File: config.mk
export PLATFORM = sky130hd
export DESIGN_NAME = cache_fill_arbiter
export DESIGN_NICKNAME = d
export VERILOG_FILES = /design/src/rtl/cache_pkg.sv /design/src/rtl/blk_word_counter.sv /design/src/rtl/cache_fill_arbiter.sv
export SDC_FILE = /design/constraint.sdc
export NUM_CORES = 1
export LEC_CHECK = 0
export BUFFER_PORTS_ARGS = -buffer_cell sky130_fd_sc_hd__buf_2
export CORE_UTILIZATION = 35
export DETAILED_ROUTE_END_ITERATION = 8
export PLACE_DENSITY_LB_ADDON = 0.05
export SYNTH_ARGS = -nofsm -noshare
export SYNTH_HDL_FRONTEND = slang
export SYNTH_SLANG_ARGS = --single-unit
export TNS_END_PERCENT = 1
File: constraint.sdc
create_clock -name clk -period 1.6 [get_ports clk]
set_input_delay 0.08 -clock clk [delete_from_list [all_inputs] [get_ports clk]]
set_output_delay 0.08 -clock clk [all_outputs]
set_load 0.02 [all_outputs]
File: src/rtl/cache_pkg.sv
// Shared types and constants for the cache fill arbiter: FSM states, fill owner and grant encodings.
// The block geometry is 8 words of 16 bits per block. The counters are 4 bits so that "8 words seen" is representable.
package cache_pkg;

  localparam int BLK_WORDS  = 8;
  localparam int BLK_OFF_W  = 4;
  localparam int WORD_IDX_W = 3;
  localparam int CNT_W      = 4;

  typedef enum logic [1:0] {
    IDLE  = 2'd0,
    WRITE = 2'd1,
    FILL  = 2'd2,
    DONE  = 2'd3
  } state_e;

  typedef enum logic {
    OWN_I = 1'b0,
    OWN_D = 1'b1
  } owner_e;

  typedef enum logic [1:0] {
    GNT_NONE = 2'd0,
    GNT_WR   = 2'd1,
    GNT_D    = 2'd2,
    GNT_I    = 2'd3
  } grant_e;

  // Fixed priority: stores first, so the write-through path never starves behind fills.
  function automatic grant_e pick_grant(input logic wr, input logic d_req, input logic i_req);
    grant_e g;
    if (wr)         g = GNT_WR;
    else if (d_req) g = GNT_D;
    else if (i_req) g = GNT_I;
    else            g = GNT_NONE;
    return g;
  endfunction

endpackage

File: src/rtl/blk_word_counter.sv
// Word counter for one block transfer. It saturates at LIMIT, and done_o flags LIMIT.
// Latency: the count updates on the clock edge. A clear takes priority over an increment.
module blk_word_counter
  import cache_pkg::*;
#(
  parameter int LIMIT = BLK_WORDS
) (
  input  logic             clk,
  input  logic             rst,
  input  logic             clr_i,
  input  logic             inc_i,
  output logic [CNT_W-1:0] cnt_o,
  output logic             done_o
);

  logic [CNT_W-1:0] cnt_q;
  logic [CNT_W-1:0] cnt_d;

  assign done_o = (cnt_q == CNT_W'(LIMIT));
  assign cnt_o  = cnt_q;

  always_comb begin
    cnt_d = cnt_q;
    if (clr_i) begin
      cnt_d = '0;
    end else if (inc_i && !done_o) begin
      cnt_d = cnt_q + 1'b1;
    end
  end

  always_ff @(posedge clk) begin
    if (rst) begin
      cnt_q <= '0;
    end else begin
      cnt_q <= cnt_d;
    end
  end

endmodule

File: src/rtl/cache_fill_arbiter.sv
// Serializes I-miss fills, D-miss fills and write-through stores onto one pipelined memory port.
// A grant lands one cycle after the request. Requesters are held off through the i_stall and d_stall outputs.
module cache_fill_arbiter #(
  parameter int ADDR_W    = 16,
  parameter int DATA_W    = 16,
  parameter int BLK_WORDS = 8
) (
  input  logic              clk,
  input  logic              rst,
  input  logic              i_miss,
  input  logic [ADDR_W-1:0] i_miss_addr,
  input  logic              d_miss,
  input  logic [ADDR_W-1:0] d_miss_addr,
  input  logic              d_wr,
  input  logic [ADDR_W-1:0] d_wr_addr,
  input  logic [DATA_W-1:0] d_wr_data,
  output logic              mem_en,
  output logic              mem_wr,
  output logic [ADDR_W-1:0] mem_addr,
  output logic [DATA_W-1:0] mem_wdata,
  input  logic [DATA_W-1:0] mem_rdata,
  input  logic              mem_rvalid,
  output logic [DATA_W-1:0] fill_data,
  output logic [2:0]        fill_word,
  output logic              i_fill_we,
  output logic              d_fill_we,
  output logic              i_fill_done,
  output logic              d_fill_done,
  output logic              d_wr_done,
  output logic              i_stall,
  output logic              d_stall
);

  import cache_pkg::*;

  localparam int BASE_W = ADDR_W - BLK_OFF_W;

  state_e            state_q, state_d;
  owner_e            owner_q, owner_d;
  logic [BASE_W-1:0] base_q, base_d;

  grant_e            grant;
  logic              cnt_clr;
  logic              issue_inc;
  logic              issue_done;
  logic              recv_done;
  logic              accept;
  logic              last_word;
  logic [CNT_W-1:0]  issue_cnt;
  logic [CNT_W-1:0]  recv_cnt;
  logic              unused_bits;

  assign grant     = (state_q == IDLE) ? pick_grant(d_wr, d_miss, i_miss) : GNT_NONE;
  assign cnt_clr   = (grant == GNT_D) || (grant == GNT_I);
  assign issue_inc = (state_q == FILL) && !issue_done;
  // Returns beyond the eighth word, or outside FILL, are dropped here.
  assign accept    = (state_q == FILL) && mem_rvalid && !recv_done;
  assign last_word = accept && (recv_cnt == CNT_W'(BLK_WORDS - 1));

  blk_word_counter #(.LIMIT(BLK_WORDS)) u_issue_cnt (
    .clk    (clk),
    .rst    (rst),
    .clr_i  (cnt_clr),
    .inc_i  (issue_inc),
    .cnt_o  (issue_cnt),
    .done_o (issue_done)
  );

  blk_word_counter #(.LIMIT(BLK_WORDS)) u_recv_cnt (
    .clk    (clk),
    .rst    (rst),
    .clr_i  (cnt_clr),
    .inc_i  (accept),
    .cnt_o  (recv_cnt),
    .done_o (recv_done)
  );

  always_ff @(posedge clk) begin
    if (rst) begin
      state_q <= IDLE;
      owner_q <= OWN_I;
      base_q  <= '0;
    end else begin
      state_q <= state_d;
      owner_q <= owner_d;
      base_q  <= base_d;
    end
  end

  always_comb begin
    state_d = state_q;
    owner_d = owner_q;
    base_d  = base_q;
    case (state_q)
      IDLE: begin
        case (grant)
          GNT_WR: state_d = WRITE;
          GNT_D: begin
            state_d = FILL;
            owner_d = OWN_D;
            base_d  = d_miss_addr[ADDR_W-1:BLK_OFF_W];
          end
          GNT_I: begin
            state_d = FILL;
            owner_d = OWN_I;
            base_d  = i_miss_addr[ADDR_W-1:BLK_OFF_W];
          end
          default: state_d = IDLE;
        endcase
      end
      WRITE:   state_d = IDLE;
      FILL:    if (last_word) state_d = DONE;
      DONE:    state_d = IDLE;
      default: state_d = IDLE;
    endcase
  end

  always_comb begin
    mem_en      = 1'b0;
    mem_wr      = 1'b0;
    mem_addr    = '0;
    mem_wdata   = '0;
    fill_word   = '0;
    i_fill_we   = 1'b0;
    d_fill_we   = 1'b0;
    i_fill_done = 1'b0;
    d_fill_done = 1'b0;
    d_wr_done   = 1'b0;
    case (state_q)
      WRITE: begin
        mem_en    = 1'b1;
        mem_wr    = 1'b1;
        mem_addr  = d_wr_addr;
        mem_wdata = d_wr_data;
        d_wr_done = 1'b1;
      end
      FILL: begin
        if (!issue_done) begin
          mem_en   = 1'b1;
          mem_addr = {base_q, issue_cnt[WORD_IDX_W-1:0], 1'b0};
        end
        if (accept) begin
          fill_word = recv_cnt[WORD_IDX_W-1:0];
          if (owner_q == OWN_D) d_fill_we = 1'b1;
          else                  i_fill_we = 1'b1;
        end
      end
      DONE: begin
        if (owner_q == OWN_D) d_fill_done = 1'b1;
        else                  i_fill_done = 1'b1;
      end
      default: ;
    endcase
  end

  assign fill_data = mem_rdata;
  assign i_stall   = i_miss & ~i_fill_done;
  assign d_stall   = (d_miss & ~d_fill_done) | (d_wr & ~d_wr_done);

  // Block offset bits and counter MSBs carry no information on this path.
  assign unused_bits = ^{i_miss_addr[BLK_OFF_W-1:0], d_miss_addr[BLK_OFF_W-1:0],
                         issue_cnt[CNT_W-1], recv_cnt[CNT_W-1]};

endmodule
Word level (Yosys, flattened, before mapping) --
Cells that the tools add are included.
Cells by class: add/subtract/negate cells 2, equality and inequality tests 10, multiplexer cells 25, bitwise gates (word level) 7, reduce and logical (&&, ||, !) cells 15
Operators with widths (count):
- two-way mux 16 bit | 2
- case mux 16 bit (2 select lines) | 1
- case mux 12 bit (2 select lines) | 1
- two-way mux 1 bit | 10
- two-way mux 2 bit | 5
- adder 4 x 1 -> 4 bit, second input constant | 2
- equality test 2 bit, second input constant | 4
- equality test 4 bit, second input constant | 2
- logical AND 1 bit | 6
- two-way mux 3 bit | 2
- case mux 2 bit (3 select lines) | 1
- OR reduction 2 bit | 3
- equality test 2 x 1 -> 1 bit, second input constant | 2
- equality test 4 x 3 -> 1 bit, second input constant | 1
- case mux 1 bit (2 select lines) | 2
- case mux 2 bit (2 select lines) | 1
- AND 1 bit | 3
- NOT 1 bit | 3
- zero test 1 bit | 2
- zero test 2 bit | 1
- != test 2 bit, second input constant | 1
- AND reduction 2 bit | 1
- nonzero test 2 bit | 1
- logical OR 1 bit | 1
- OR 1 bit | 1
Storage, ports and cells: bits in registers 23, bits of input ports 86, output and inout bits 60, word-level logic and storage cells 64

Depth between registers and ports, before layout --
Gate-level depths: netlist of run 1.
depth in word-level cells 8, depth in mapped cells 7, gate-level depth less buffers 5

By module --
From an unflattened synthesis of run 1, not the netlist that was laid out.
Second synthesis, totals: cells, all modules 200, area total of the unflattened synthesis 1739.2 um^2
Modules (own cells, without submodules):
- cache_fill_arbiter | times used 1, cells each 150, area each 1291.2 um^2, sequential area each 300.3 um^2
- blk_word_counter | times used 2, cells each 25, area each 224.0 um^2, sequential area each 80.1 um^2

Worst setup path before layout of run 1 --
Ideal clock, no wire load.
path kind reg-to-output, start point register state_q[1], end point output mem_addr[11], data arrival time 1595 ps, required time 1520 ps, slack -75 ps, cell stages (with the launch flop) 7, buffers on the path 2, cells stage by stage dfxtp_1 > inv_1 > ha_1 > and2_1 > clkbuf_1 > clkbuf_1 > a22o_1
On the way: word-level cells in the longest chain between the ends 2, elaborated cells between the ends (all ways) 3, classes of those cells 2 x eq/ne; 1 x mux
RTL lines:
- start: declaration | RTL line cache_fill_arbiter.sv:38 | state_e state_q, state_d;
- start signal: assignment | RTL line cache_fill_arbiter.sv:84 | state_q <= state_d;
- equality test 2 bit or equality test 2 x 1 -> 1 bit (tied branches) | RTL line cache_fill_arbiter.sv:129 | case (state_q)
- case mux 16 bit (2 select lines) (*) | RTL line cache_fill_arbiter.sv:129
- end: declaration | RTL line cache_fill_arbiter.sv:19 | output logic [ADDR_W-1:0] mem_addr,
Every way passes the cells marked *; elsewhere a longest branch is shown, timed or not.

Worst setup path in the final report of run 1 --
start point register state_q[1], end point output mem_addr[2]
The elaborated chain is that of the path after synthesis.

==> impl_metrics.env, run 1 <==
export IMPL_avgSynthCellArea_sq_um=8.76
export IMPL_synthAdderAreaFrac=0.0563
export IMPL_synth_top_family_by_area="compound AO/OA/AOI/OAI gates"
export IMPL_grt_max_degree=23
export IMPL_leakagePower_nw=1.16
export IMPL_initialDrtViolationCount=40
export IMPL_drv_cap=0
export IMPL_die_h_um=73.3
export IMPL_vias=1773
export IMPL_r2r_cells=6
export IMPL_synth_area_leaders="dfxtp_1, a211oi_2, buf_4"
export IMPL_vdd_drop_max_uv=354
export IMPL_synth_xor_xnor_area_share=0.00492
export IMPL_clk_pin_slew_ns=0.09
export IMPL_netlist_top_cell_by_area="dfxtp_1"
export IMPL_fin_crit_sh=1.05
export IMPL_place_area_sq_um=2250
export IMPL_synth_edff_count=0
export IMPL_crit_type="flip-flop to output pin"
export IMPL_slew_headroom=0.704
export IMPL_htreeDepth=1
export IMPL_hold_start="d_miss"
export IMPL_finalSetupViolCount=17
export IMPL_combPwrFrac=0.543
export IMPL_routabilityCongestion=0.790
export IMPL_final_max_slew_violation_count=0
export IMPL_syn_instance_count=203
export IMPL_wirelength_met1_mm=2.24
export IMPL_rsz0062_at_grt="true"
export IMPL_synth_area_sq_um=1780
export IMPL_fmaxAchievable_mhz=596
export IMPL_violations="setup timing"
export IMPL_synth_ff_type="dfxtp_1"
export IMPL_grt_overflow=0
export IMPL_synth_warnings=0
export IMPL_synth_cell_types=39
export IMPL_start_kind="flip-flop"
export IMPL_viasPerCell=4.91
export IMPL_cts_tree="done"
export IMPL_p_seq_frac=0.300
export IMPL_outcome="finished, violations left"
export IMPL_postSynth_asyncResetShare=0
export IMPL_ant_nets=0
export IMPL_wl_per_cell_um=13.6
export IMPL_rows=25
export IMPL_finalSetupTns_ns=-0.612
export IMPL_synthesis_nets=297
export IMPL_holdPathEnd="owner_q$_SDFFE_PP0P_"
export IMPL_clk_latency_ns=0.27
export IMPL_clockBufferDepth=2
export IMPL_antenna_found_initial=0
export IMPL_synthMuxAreaShare=0.0675
export IMPL_min_delay_path_depth=3
export IMPL_io_buffers=105
export IMPL_top_layer_used="met4"
export IMPL_p_clk_frac=0.157
export IMPL_setup_ws_ns=-0.0785
export IMPL_yosys_area_top_type_share=0.259
export IMPL_dpl_hpwl_mm=3.59
export IMPL_p_switching_mw=0.917
export IMPL_hold_path_class="input pin to flip-flop"
export IMPL_final_cell_area_sq_um=2460
export IMPL_drc=0
export IMPL_met3_length_um=266
export IMPL_antenna_cells=0
export IMPL_cts_root_buf="clkbuf_8"
export IMPL_ios=146
export IMPL_powerDensity_nw_per_um2=949
export IMPL_layout_drive_gt1_share=0.510
export IMPL_worstPathRequired_ns=1.52
export IMPL_first_pass_iters=4
export IMPL_cts_buffers=3
export IMPL_layout_nets=389
export IMPL_syn_to_final_growth_pct=38.1
export IMPL_r2r_setup_slack_ns=0.09
export IMPL_cp_max_fo=7
export IMPL_initial_core_util=0.369
export IMPL_intPower_mw=1.41
export IMPL_fin_util=0.510
export IMPL_finalPower_mw=2.33
export IMPL_end_kind="output pin"
export IMPL_tightest_slew_ns=0.443
export IMPL_die_area_sq_um=5370
export IMPL_synth_compound_area_frac=0.269
export IMPL_fill_cells=492
export IMPL_swShare=0.393
export IMPL_crit_arrival_ns=1.60
export IMPL_coreArea_sq_um=4820
export IMPL_reg2reg_from="state_q[1]$_SDFFE_PP0P_"
export IMPL_finClkSkew_ns=0.00563
export IMPL_grt_pass1_vias=1633
export IMPL_met2_length_mm=2.32
export IMPL_period_needed_ns=1.68
export IMPL_final_hold_viol_count=0
export IMPL_whs_ns=0.0913
export IMPL_grt_usage=0.184
export IMPL_cts_sinks=23
export IMPL_yosys_area_share_simple=0.193
export IMPL_die_x_um=73.3
export IMPL_hold_buffers=0
export IMPL_yosys_register_bits=23
export IMPL_yosysSeqAreaShare=0.259
export IMPL_grt_pass1_wl_mm=7.68
export IMPL_worstReg2RegEnd="state_q[0]$_SDFFE_PP0P_"
export IMPL_totalWireLength_mm=4.92
==> worst max-delay path by stage <==
stage | cells past startpoint | endpoint | slack [ns] | from
finish | 6 | mem_addr[2] | -0.08 | state_q[1]$_SDFFE_PP0P_
global route | 6 | mem_addr[2] | -0.15 | state_q[0]$_SDFFE_PP0P_
CTS | 6 | mem_addr[2] | -0.09 | state_q[1]$_SDFFE_PP0P_
detailed placement | 5 | mem_addr[2] | -0.06 | state_q[1]$_SDFFE_PP0P_
global placement | 5 | mem_addr[2] | -0.03 | state_q[1]$_SDFFE_PP0P_
floorplan | 6 | mem_addr[11] | 0.03 | state_q[1]$_SDFFE_PP0P_
==> synth_stat cells, types with 2 or more instances <==
library cell  number
dfxtp_1           23
and3b_1            2
a21oi_1           20
a211oi_1           3
and2_1            20
a211oi_2          11
buf_2              5
nand3_1            5
inv_1             11
clkbuf_1           6
buf_6              4
mux2i_1           12
a21o_1             2
nand2_1            5
o21ai_0            5
a22o_1            14
buf_4             17
ha_1               8
nor2b_1            6
a311oi_1           2
nor3_1             4
==> kinds of logic after synthesis <==
logic type                 after synthesis
buffers and inverters                   44
muxes                                   12
xor gates and xnor gates                 1
DFF                                     23
and+or+nand+nor                         53
adders and majority gates                8
AOI/OAI and AO/OA                       62
==> cell type report <==
type	instances	area, sq um	area share
Clock buffer	3	41.3	0.0168
Clock inverter	1	5.00	0.00204
Inverter	11	41.3	0.0168
Multi-Input combinational cell	137	1100	0.447
Sequential cell	23	464	0.189
Tap cell	67	83.8	0.0341
Timing Repair Buffer	119	724	0.295
==> critical path, stage by stage (launching register included) <==
cell	delay [ns]
dfxtp_2	0.34
inv_2	0.05
ha_4	0.23
buf_6	0.12
and3_4	0.21
a22o_1	0.24
buf_6	0.13
==> placed cells by master, fill, tap and decap left out, types with 2 or more instances in the layout <==
cell / netlist / final
buf_2: 5 / 90
a21oi_1: 20 / 20
dfxtp_1: 23 / 20
and2_1: 20 / 19
buf_6: 4 / 15
a22o_1: 14 / 14
buf_4: 17 / 14
mux2i_1: 12 / 12
a211oi_2: 11 / 11
inv_1: 11 / 8
nor2b_1: 6 / 6
nand2_1: 5 / 5
nand3_1: 5 / 5
o21ai_0: 5 / 5
ha_1: 8 / 5
nor3_1: 4 / 4
inv_2: 0 / 3
a211oi_1: 3 / 3
clkbuf_8: 0 / 3
dfxtp_2: 0 / 3
and3_4: 1 / 2
and2_4: 1 / 2
and3b_1: 2 / 2
a311oi_1: 2 / 2
a21o_1: 2 / 2
ha_4: 0 / 2
==> sequential cells by signal, summed over array words and instances, names as in the netlist <==
register and flops:
owner_q 1, u_issue_cnt.cnt_o 4, u_recv_cnt.cnt_o 4, base_q 12, state_q 2
==> per-layer routing <==
layer  vias up  track usage
met5         -            0
met4         0       0.0748
met3        22       0.0219
met2        62        0.301
met1       795        0.247
li1        894            -
==> stage by stage <==
| step | cells | setup WS, ns |
|---|---|---|
| after floorplan | 203 | 0.0330 |
| after global placement | 354 | -0.0331 |
| after detailed placement | 354 | -0.0625 |
| after CTS | 361 | -0.0946 |
| after global routing | 361 | -0.150 |
| final | 361 | -0.0785 |
==> power groups by stage <==
stage	clock network, mW	logic (mW)	registers, mW
global route	0.391	1.39	0.711
floorplan	0	0.818	0.701
CTS	0.381	1.25	0.699
finish	0.366	1.27	0.700
global placement	0	1.10	0.706
detailed placement	0	1.10	0.705
==> timing repair <==
action	4_1_cts	5_1_grt
gates cloned	1	0
resized for setup	29	15
endpoints found under the hold margin	0	0
pin swaps	9	8
setup buffers	2	0
endpoints found under the setup margin	20	21
Note: power is estimated with default switching activity, not from simulation.
==> run 2: changes to the inputs <==
Clock period 1.6 ns to 1.49 ns, I/O delays scaled along.
==> run 2 against run 1 <==
The flow still finishes with violations (setup timing). Count of clock-buffer cells in the layout unchanged. Via count about the same. Non-clock buffer count unchanged. Wire length up 1.8%. Register-to-register slack about the same. Utilization up 3.9 points. Critical endpoint is now mem_addr[12].
==> impl_metrics.env, run 2 (synthesized netlist as in run 1, its figures left out) <==
export IMPL_outcome="finished, violations left"
export IMPL_violations="setup timing"
export IMPL_layout_commonest_cell="buf_2"
export IMPL_fin_cells=362
export IMPL_clockBufferDepth=2
export IMPL_initial_core_util=0.369
export IMPL_place_ws_ns=-0.0387
export IMPL_r2r_setup_slack_ns=0.08
export IMPL_min_delay_path_depth=3
export IMPL_cts_sinks=23
export IMPL_worstPathRequired_ns=1.42
export IMPL_combPwrFrac=0.560
export IMPL_finalSetupViolCount=18
export IMPL_seqCellArea_sq_um=469
export IMPL_cts_tree="done"
export IMPL_fill_cells=480
export IMPL_totalWireLength_mm=5.01
export IMPL_grt_overflow=0
export IMPL_p_seq_frac=0.291
export IMPL_cts_root_buf="clkbuf_8"
export IMPL_coreArea_sq_um=4820
export IMPL_syn_to_final_growth_pct=48.8
export IMPL_hold_start="d_miss"
export IMPL_final_cell_mix="buf_2, a21oi_1, and2_1, dfxtp_1, buf_4"
export IMPL_grt_max_degree=23
export IMPL_end_kind="output pin"
export IMPL_rows=25
export IMPL_powerDensity_nw_per_um2=1000
export IMPL_die_x_um=73.3
export IMPL_die_h_um=73.3
export IMPL_die_area_sq_um=5370
export IMPL_grt_pass1_wl_mm=7.65
export IMPL_grt_pass1_vias=1602
export IMPL_vdd_drop_max_uv=648
export IMPL_multi_input_area_sq_um=1250
export IMPL_first_pass_iters=4
export IMPL_clk_latency_ns=0.26
export IMPL_worstReg2RegEnd="u_recv_cnt.cnt_o[3]$_SDFFE_PP0P_"
export IMPL_antenna_found_initial=0
export IMPL_wl_per_cell_um=13.8
export IMPL_slew_headroom=0.700
export IMPL_p_clk_frac=0.148
export IMPL_drc=0
export IMPL_htreeDepth=1
export IMPL_place_inst=355
export IMPL_final_cell_area_sq_um=2650
export IMPL_dpl_hpwl_mm=3.55
export IMPL_final_max_slew_violation_count=0
export IMPL_period_needed_ns=1.62
export IMPL_start_kind="flip-flop"
export IMPL_crit_type="flip-flop to output pin"
export IMPL_layout_drive_gt1_share=0.590
export IMPL_place_area_sq_um=2370
export IMPL_largest_reg_flops=12
export IMPL_final_hold_viol_count=0
export IMPL_fmaxAchievable_mhz=617
export IMPL_vias=1772
export IMPL_finalSetupTns_ns=-1.88
export IMPL_layout_nets=390
export IMPL_fin_crit_sh=1.09
export IMPL_tightest_slew_ns=0.450
export IMPL_hold_path_class="input pin to flip-flop"
export IMPL_holdPathEnd="owner_q$_SDFFE_PP0P_"
export IMPL_largest_register="base_q"
export IMPL_ios=146
export IMPL_finClkSkew_ns=0.00462
export IMPL_viasPerCell=4.90
export IMPL_initialDrtViolationCount=67
export IMPL_grt_usage=0.183
export IMPL_routabilityCongestion=0.789
export IMPL_io_buffers=105
export IMPL_clk_pin_slew_ns=0.09
export IMPL_hold_buffers=0
export IMPL_cts_buffers=3
export IMPL_ant_nets=0
export IMPL_drv_cap=0
export IMPL_cp_max_fo=7
export IMPL_intPower_mw=1.60
export IMPL_reg2reg_from="state_q[1]$_SDFFE_PP0P_"
export IMPL_p_switching_mw=1.05
export IMPL_leakagePower_nw=1.25
export IMPL_r2r_cells=6
export IMPL_crit_arrival_ns=1.55
export IMPL_setup_ws_ns=-0.132
export IMPL_swShare=0.397
export IMPL_rsz0062_at_grt="true"
export IMPL_antenna_cells=0
-- run 2: repair_timing --
item | 4_1_cts | 5_1_grt
setup endpoints to repair | 40 | 40
pin swaps | 19 | 5
endpoints found under the hold margin | 0 | 0
buffers inserted | 2 | 0
gates cloned | 2 | 0
gates resized for setup | 51 | 20
-- run 2: layout make-up --
type | instances | area share
Inverter | 11 | 0.0165
Clock inverter | 1 | 0.00189
Timing Repair Buffer | 119 | 0.285
Sequential cell | 23 | 0.177
Tap cell | 67 | 0.0317
Clock buffer | 3 | 0.0156
Multi-Input combinational cell | 138 | 0.472
-- run 2: routing by layer --
metal | vias up | GRT usage | wire [um]
met5 | - | 0 | 0
met4 | 0 | 0.0128 | 8
met2 | 69 | 0.317 | 2310
met3 | 2 | 0.0439 | 339
li1 | 896 | - | -
met1 | 805 | 0.240 | 2350
-- run 2: metrics by stage --
stage	power, mW	utilization	hold WS, ns
floorplan	1.72	-	0.215
global placement	2.02	0.493	0.149
detailed placement	2.03	0.493	0.149
CTS	2.60	0.535	0.0913
global route	2.81	0.550	0.104
finish	2.65	0.550	0.0947
-- run 2: worst max path at each step --
stage                                                 start                      to  slack [ns]  depth (start not counted)
final                               state_q[1]$_SDFFE_PP0P_            mem_addr[12]       -0.13                          5
after global placement              state_q[1]$_SDFFE_PP0P_  base_q[1]$_SDFFE_PP0P_       0.001                          6
after CTS                           state_q[1]$_SDFFE_PP0P_             mem_addr[9]       -0.14                          5
after floorplan           u_issue_cnt.cnt_o[0]$_SDFFE_PP0P_            mem_addr[11]       0.006                          7
after global routing                state_q[1]$_SDFFE_PP0P_            mem_addr[12]       -0.19                          5
after detailed placement            state_q[1]$_SDFFE_PP0P_  base_q[1]$_SDFFE_PP0P_       -0.04                          6
-- run 2: worst max-delay path, stage by stage, from the launching register on --
cell     delay, ns
dfxtp_4       0.36
buf_4         0.14
ha_4          0.17
and3_4        0.22
a22o_1        0.25
buf_6         0.13
-- run 2: power by group through the flow --
stage / Combinational (mW) / Clock [mW] / Sequential, mW
final: 1.48 / 0.393 / 0.771
after global routing: 1.60 / 0.434 / 0.783
after CTS: 1.43 / 0.409 / 0.764
after detailed placement: 1.26 / 0 / 0.767
after global placement: 1.25 / 0 / 0.767
after floorplan: 0.957 / 0 / 0.760
